File: config.mk
export PLATFORM = sky130hd
export DESIGN_NAME = one_wire_txn_ctrl
export DESIGN_NICKNAME = d
export VERILOG_FILES = /design/src/rtl/one_wire_pkg.sv /design/src/rtl/one_wire_crc8.sv /design/src/rtl/one_wire_txn_ctrl.sv
export SDC_FILE = /design/constraint.sdc
export NUM_CORES = 1
export LEC_CHECK = 0
export ABC_AREA = 1
export CAP_MARGIN = 20
export CORE_ASPECT_RATIO = 1.2
export CORE_UTILIZATION = 47
export DETAILED_ROUTE_END_ITERATION = 8
export PLACE_DENSITY = 0.79
export SLEW_MARGIN = 20
export SYNTH_ARGS = -nofsm -noshare
export SYNTH_HDL_FRONTEND = slang
export SYNTH_SLANG_ARGS = --single-unit
File: constraint.sdc
create_clock -name clk -period 2.1 [get_ports clk]
set_input_delay 0.63 -clock clk [delete_from_list [all_inputs] [get_ports clk]]
set_output_delay 0.63 -clock clk [all_outputs]
set_load 0.03 [all_outputs]
File: src/rtl/one_wire_pkg.sv
`default_nettype none
// ============================================================================
// one_wire_pkg : shared status codes, FSM states and CRC8 helper for the
//                1-Wire transaction sequencer.
// Rev 1.0
// ============================================================================
package one_wire_pkg;

  localparam logic [1:0] OW_ST_OK          = 2'd0;
  localparam logic [1:0] OW_ST_NO_PRESENCE = 2'd1;
  localparam logic [1:0] OW_ST_TIMEOUT     = 2'd2;
  localparam logic [1:0] OW_ST_CRC_ERR     = 2'd3;

  localparam logic [7:0] CRC8_POLY            = 8'h8C;
  localparam logic [7:0] OW_READ_FILL_DEFAULT = 8'hFF;

  typedef enum logic [2:0] {
    ST_IDLE     = 3'd0,
    ST_WR_FETCH = 3'd1,
    ST_WR_ISSUE = 3'd2,
    ST_WR_WAIT  = 3'd3,
    ST_RD_ISSUE = 3'd4,
    ST_RD_WAIT  = 3'd5,
    ST_RESP     = 3'd6
  } ow_state_e;

  // Dallas/Maxim CRC8, reflected form, data consumed LSB first.
  function automatic logic [7:0] crc8_update(input logic [7:0] crc, input logic [7:0] data);
    logic [7:0] c;
    logic       fb;
    c = crc;
    for (int i = 0; i < 8; i++) begin
      fb = c[0] ^ data[i];
      c  = {1'b0, c[7:1]};
      if (fb) c = c ^ CRC8_POLY;
    end
    return c;
  endfunction

endpackage
`default_nettype wire

File: src/rtl/one_wire_crc8.sv
`default_nettype none
// ============================================================================
// one_wire_crc8 : byte-serial Dallas CRC8 accumulator (present only when
//                 OW_CRC8_CHECK_EN is defined).
// Rev 1.0
// ============================================================================
`ifdef OW_CRC8_CHECK_EN
module one_wire_crc8
  import one_wire_pkg::*;
(
  input  logic       clk,
  input  logic       rst_n,
  input  logic       i_clear,
  input  logic       i_en,
  input  logic [7:0] i_byte,
  output logic [7:0] o_crc
);

  logic [7:0] r_crc;

  always_ff @(posedge clk or negedge rst_n) begin
    if (!rst_n) begin
      r_crc <= 8'h00;
    end else if (i_clear) begin
      r_crc <= 8'h00;
    end else if (i_en) begin
      r_crc <= crc8_update(r_crc, i_byte);
    end
  end

  assign o_crc = r_crc;

endmodule
`endif
`default_nettype wire

File: src/rtl/one_wire_txn_ctrl.sv
`default_nettype none
// ============================================================================
// one_wire_txn_ctrl : sequences N write / M read bytes through one_wire_top and
//                     returns one status per transaction.
// Option macro: OW_CRC8_CHECK_EN (Dallas CRC8 check over the read bytes).
// Rev 1.0
// ============================================================================
module one_wire_txn_ctrl
  import one_wire_pkg::*;
#(
  parameter int         MAX_LEN     = 16,
  parameter int         TIMEOUT_CYC = 200000,
  parameter logic [7:0] READ_FILL   = OW_READ_FILL_DEFAULT,
  localparam int        LW          = $clog2(MAX_LEN + 1)
) (
  input  logic          clk,
  input  logic          rst_n,
  input  logic          req_valid,
  output logic          req_ready,
  input  logic [LW-1:0] req_wr_len,
  input  logic [LW-1:0] req_rd_len,
  input  logic          wr_valid,
  output logic          wr_ready,
  input  logic [7:0]    wr_byte,
  output logic          rd_valid,
  output logic [7:0]    rd_byte,
  output logic          rsp_valid,
  output logic [1:0]    rsp_status,
  output logic          ow_enable,
  output logic          ow_start,
  output logic [7:0]    ow_tx_byte,
  input  logic          ow_busy,
  input  logic          ow_done,
  input  logic          ow_presence,
  input  logic          ow_rx_valid,
  input  logic [7:0]    ow_rx_byte
);

  localparam int            TW         = $clog2(TIMEOUT_CYC + 1);
  localparam logic [LW-1:0] c_max_len  = LW'(MAX_LEN);
  localparam logic [TW-1:0] c_tmo_last = TW'(TIMEOUT_CYC - 1);

  ow_state_e     r_state;
  logic [LW-1:0] r_wr_cnt;
  logic [LW-1:0] r_rd_cnt;
  logic [TW-1:0] r_tmo;
  logic          r_first;
  logic          r_rx_seen;
  logic          r_enable;
  logic          r_ow_start;
  logic [7:0]    r_tx_byte;
  logic          r_rd_valid;
  logic [7:0]    r_rd_byte;
  logic          r_rsp_valid;
  logic [1:0]    r_rsp_status;
  logic [1:0]    r_status;

  logic [LW-1:0] w_wr_len;
  logic [LW-1:0] w_rd_len;
  logic          w_accept;
  logic          w_pres_fail;
  logic          w_timeout;
  logic          w_fill;
  logic          w_emit;
  logic [7:0]    w_emit_byte;
  logic [1:0]    w_final_status;

  assign w_wr_len    = (req_wr_len > c_max_len) ? c_max_len : req_wr_len;
  assign w_rd_len    = (req_rd_len > c_max_len) ? c_max_len : req_rd_len;
  assign w_accept    = (r_state == ST_IDLE) && req_valid;
  assign w_pres_fail = r_first && !ow_presence;
  // r_tmo counts the ow_start cycle as 1, so this fires TIMEOUT_CYC cycles after the start pulse
  assign w_timeout   = (r_tmo >= c_tmo_last);
  // A read slot that completes without rx data still yields one output byte
  assign w_fill      = (r_state == ST_RD_WAIT) && ow_done && !ow_rx_valid && !r_rx_seen && !w_pres_fail;
  assign w_emit      = ((r_state == ST_RD_WAIT) && ow_rx_valid) || w_fill;
  assign w_emit_byte = ow_rx_valid ? ow_rx_byte : READ_FILL;

`ifdef OW_CRC8_CHECK_EN
  logic [LW-1:0] r_rd_len;
  logic [7:0]    w_crc;

  one_wire_crc8 u_crc8 (
    .clk     (clk),
    .rst_n   (rst_n),
    .i_clear (w_accept),
    .i_en    (w_emit),
    .i_byte  (w_emit_byte),
    .o_crc   (w_crc)
  );

  always_ff @(posedge clk or negedge rst_n) begin
    if (!rst_n) begin
      r_rd_len <= '0;
    end else if (w_accept) begin
      r_rd_len <= w_rd_len;
    end
  end

  // Residue over data plus trailing device CRC is zero when intact
  assign w_final_status = ((r_status == OW_ST_OK) && (r_rd_len >= LW'(2)) && (w_crc != 8'h00))
                          ? OW_ST_CRC_ERR : r_status;
`else
  assign w_final_status = r_status;
`endif

  always_ff @(posedge clk or negedge rst_n) begin
    if (!rst_n) begin
      r_state      <= ST_IDLE;
      r_wr_cnt     <= '0;
      r_rd_cnt     <= '0;
      r_tmo        <= '0;
      r_first      <= 1'b0;
      r_rx_seen    <= 1'b0;
      r_enable     <= 1'b0;
      r_ow_start   <= 1'b0;
      r_tx_byte    <= 8'h00;
      r_rd_valid   <= 1'b0;
      r_rd_byte    <= 8'h00;
      r_rsp_valid  <= 1'b0;
      r_rsp_status <= OW_ST_OK;
      r_status     <= OW_ST_OK;
    end else begin
      r_enable    <= 1'b1;
      r_ow_start  <= 1'b0;
      r_rd_valid  <= 1'b0;
      r_rsp_valid <= 1'b0;

      if (w_emit) begin
        r_rd_valid <= 1'b1;
        r_rd_byte  <= w_emit_byte;
        r_rx_seen  <= 1'b1;
      end

      case (r_state)
        ST_IDLE: begin
          if (w_accept) begin
            r_wr_cnt <= w_wr_len;
            r_rd_cnt <= w_rd_len;
            r_status <= OW_ST_OK;
            r_first  <= 1'b1;
            r_state  <= ((w_wr_len == '0) && (w_rd_len == '0)) ? ST_RESP : ST_WR_FETCH;
          end
        end

        ST_WR_FETCH: begin
          if (r_wr_cnt == '0) begin
            r_state <= ST_RD_ISSUE;
          end else if (wr_valid) begin
            r_tx_byte <= wr_byte;
            r_wr_cnt  <= r_wr_cnt - 1'b1;
            r_state   <= ST_WR_ISSUE;
          end
        end

        ST_WR_ISSUE: begin
          if (!ow_busy) begin
            r_ow_start <= 1'b1;
            r_tmo      <= TW'(1);
            r_state    <= ST_WR_WAIT;
          end
        end

        ST_RD_ISSUE: begin
          if (!ow_busy) begin
            r_ow_start <= 1'b1;
            r_tx_byte  <= READ_FILL;
            r_tmo      <= TW'(1);
            r_rx_seen  <= 1'b0;
            r_rd_cnt   <= r_rd_cnt - 1'b1;
            r_state    <= ST_RD_WAIT;
          end
        end

        ST_WR_WAIT, ST_RD_WAIT: begin
          if (ow_done) begin
            r_first <= 1'b0;
            if (w_pres_fail) begin
              r_status <= OW_ST_NO_PRESENCE;
              r_state  <= ST_RESP;
            end else if ((r_state == ST_WR_WAIT) && (r_wr_cnt != '0)) begin
              r_state <= ST_WR_FETCH;
            end else if (r_rd_cnt != '0) begin
              r_state <= ST_RD_ISSUE;
            end else begin
              r_state <= ST_RESP;
            end
          end else if (w_timeout) begin
            r_status <= OW_ST_TIMEOUT;
            r_state  <= ST_RESP;
          end else begin
            r_tmo <= r_tmo + 1'b1;
          end
        end

        ST_RESP: begin
          r_rsp_valid  <= 1'b1;
          r_rsp_status <= w_final_status;
          r_state      <= ST_IDLE;
        end

        default: r_state <= ST_IDLE;
      endcase
    end
  end

  assign req_ready  = (r_state == ST_IDLE);
  assign wr_ready   = (r_state == ST_WR_FETCH) && (r_wr_cnt != '0);
  assign rd_valid   = r_rd_valid;
  assign rd_byte    = r_rd_byte;
  assign rsp_valid  = r_rsp_valid;
  assign rsp_status = r_rsp_status;
  assign ow_enable  = r_enable;
  assign ow_start   = r_ow_start;
  assign ow_tx_byte = r_tx_byte;

endmodule
`default_nettype wire

==> results.md <==
* Status: completed
* Critical path required time at 1470 ps
* Pwr per Cell Area at 1300 nW/µm²
* Startpoint Class: register
* CP delay by family, top: buffers and inverters
* CP max-delay cell: dfrtp_1
* N_diodes at 0
* Max Cap Viol at 0
* Relative slew slack at about 55%
* Final GP Congestion at a little under 0.9
* Area delta synth->final at 27.2%
* Routed vias at 3016
* Clk sink count at 57
* Mean Syn Cell Area at between 7 and 8 µm²
* DR pass1 iterations at 4
* Remaining Overflow, GRT at 0
* Clock slew at reported path FFs at around 70 ps
* Final-layout fill cell count at 623
* Worst hold margin at about 220 ps
* IO Pins at 58
* Minimum clock period at slightly above 2000 ps
* Initial antenna violation count at 0
* DRC viols at 0
* Bufs and invs on worst path at 3
* Htree depth at 3
* CP Class: register to primary output
* Maximum vdd ir drop at 0.798 mV
* Leak pwr at 0.00200 µW
* Syn_nets at roughly 480
* Total track usage at roughly 22%
* Worst Path Arrival at 1400 ps
* Die H at 93.7 µm
* Slew Limit Fails at 0
* Tot Pwr at about 5500 µW
* TritonCTS Buffers at 9
* Port Buffers at between 50 and 60
* CORE AREA at between 6000 and 7000 µm²
* RSZ-0062 raised after global routing: false
* Fmax at 493 MHz
* Critical Path End Type: primary output
* Cell Area, Synth at 3300 µm²
* Vias/cell at between 5 and 6
* Final setup viols at 0
* Clock Skew at approximately 7.5 ps
* Yosys reg bits at 57
* Final HPWL DP at around 5.5 mm
* Final antenna-violating net count at 0
* HP Class: input port to async pin
* WL per Instance at roughly 12 µm
* Syn Inst Count at 438
* Starting Density at 48.4%
* Post-Route WL at ~7.4 mm
* Crit-path max FO at 5
* Setup ws final at around 71 ps
* Endpoints failing hold at 0
* Initial DRC count at approximately 120
* # nets final at 549
* Setup WS pre-CTS at -132 ps
* CP peak stage delay at around 460 ps
* Layout cells sized above 1 at about an eighth
* Worst Max-Slew Pin Slew at 671 ps
* Clock Latency Late Sink at ~340 ps
* CTS tree: built
* Clk Tree Root Cell: clkbuf_8
* Post-synthesis sequential area ratio at between 40% and 50%
* Crit share post-route at 96.6%
* Synthesis Warnings at 0
* Die width at between 70 and 80 µm
* Global-route wire length before repair at around 13 mm
* Worst R2R Setup Slack at between 300 and 400 ps
* CP dominant cell by count: inv_1
* FP Rows at 33
* Post-synthesis cell type count at 35
* Fin util at roughly three fifths
* Largest net degree at the start of global routing at 41
* Crit path cell chain: inv_1 -> nand2_1 -> inv_1 -> buf_4
* Clock Tree Buf Depth at 2
* DIE AREA at about 7400 µm²
* Vias in the first global route at 2966
-- final cells by class --
cell class	count	area (µm²)	share of cell area, %
Timing Repair Buffer	68	659	15.7
Multi-Input combinational cell	320	1620	38.6
Clock inverter	7	55.1	1.31
Inverter	54	203	4.83
Clock buffer	9	124	2.95
Sequential cell	57	1430	34.0
Tap cell	87	109	2.59
-- logic make-up (layout without fill, tap and decap cells) --
family | Yosys count | in the layout | synth area share [%]
simple gates | 233 | 233 | 30.1
fa+ha+maj | 5 | 5 | 1.90
xor+xnor | 14 | 14 | 3.72
flops | 57 | 57 | 43.3
other cells | 1 | 1 | 0.114
buf+inv | 61 | 138 | 8.05
compound gates | 67 | 67 | 12.9
-- metal layers --
metal	track usage (%)	wire, µm	up-vias	share of wire (%)
li1	-	-	1531	-
met1	25.7	3130	1404	42
met2	40.1	3830	74	52
met3	6.12	330	7	4.5
met4	6.79	87	0	1.2
met5	0	0	-	0
-- where the power goes --
group | switching [µW] | total (µW) | leakage, µW | internal, µW
sequential | 239 | 1700 | 0.000735 | 1470
clock | 494 | 930 | 0.0000862 | 436
combinational | 1770 | 2820 | 0.00117 | 1050
-- cells in the final DEF, fill, tap and decap left out, types with 5 or more instances in the layout --
cell and n:
ha_1 5, nand2_1 124, clkbuf_8 9, o21ai_1 6, xor2_1 12, clkdlybuf4s50_1 54, inv_1 49, o21ai_0 39
o21ai_2 6, nor2_1 52, dfrtp_1 56, buf_4 11, nand3_1 34
-- final timing paths --
check / from / to / depth (start not counted)
setup / recovery: r_state[2] / req_ready / 4
hold / removal: rst_n / rd_byte[3] / 1
min in group clk: rsp_status[1] / rsp_status[1] / 2
hold reg to reg: rsp_status[1] / rsp_status[1] / 2
max in group asynchronous: rst_n / r_state[0] / 2
setup reg to reg: r_state[1] / r_tmo[15] / 11
-- cell usage after synthesis --
master      n  area share, %
nand3_1    34            5.2
nor2_2      2           0.38
o211ai_1    1           0.23
nor3_1      3           0.46
o21ai_1     6           0.91
xor2_1     12            3.2
a31oi_1     1           0.19
nand2_1   124             14
clkinv_1    1           0.11
inv_1      51            5.8
nand2_4     3            1.0
xnor2_1     2           0.53
a21boi_0    1           0.23
or2_2       2           0.38
nand2_2     4           0.76
a21oi_4     4            2.0
nand3b_1    1           0.23
o22ai_1     3           0.57
dfrtp_1    57             43
buf_2       2           0.30
or2_4       1           0.27
buf_6       4            1.4
a31oi_2     1           0.38
nand4_1     3           0.57
and2_1      2           0.38
buf_4       1           0.23
nor2_4      1           0.34
o21ai_0    39            5.9
a21oi_2     1           0.27
inv_2       2           0.23
ha_1        5            1.9
nor2_1     53            6.0
o21ai_2     6            1.6
a21oi_1     4           0.61
conb_1      1           0.11
-- state kept, by name, summed over array words and instances (netlist names), 2 cells and up --
signal	cells
r_tmo	18
ow_tx_byte	8
rd_byte	8
r_rd_cnt	5
r_wr_cnt	5
r_state	3
r_status	2
rsp_status	2
-- per-stage QoR --
step,area [µm²],TNS (ps),cells
2_1_floorplan,3300,0,438
3_3_place_gp,3980,-152,583
3_5_place_dp,3980,-1090,583
4_1_cts,4180,0,601
5_1_grt,4200,0,602
6_report,4200,0,602
-- what timing repair did --
item,in CTS,in global routing
endpoints found under the hold margin,0,0
setup buffers,2,1
setup endpoints to repair,1,1
hold buffers,0,0
resized for setup,2,5
(Power assumes the default switching activity.)
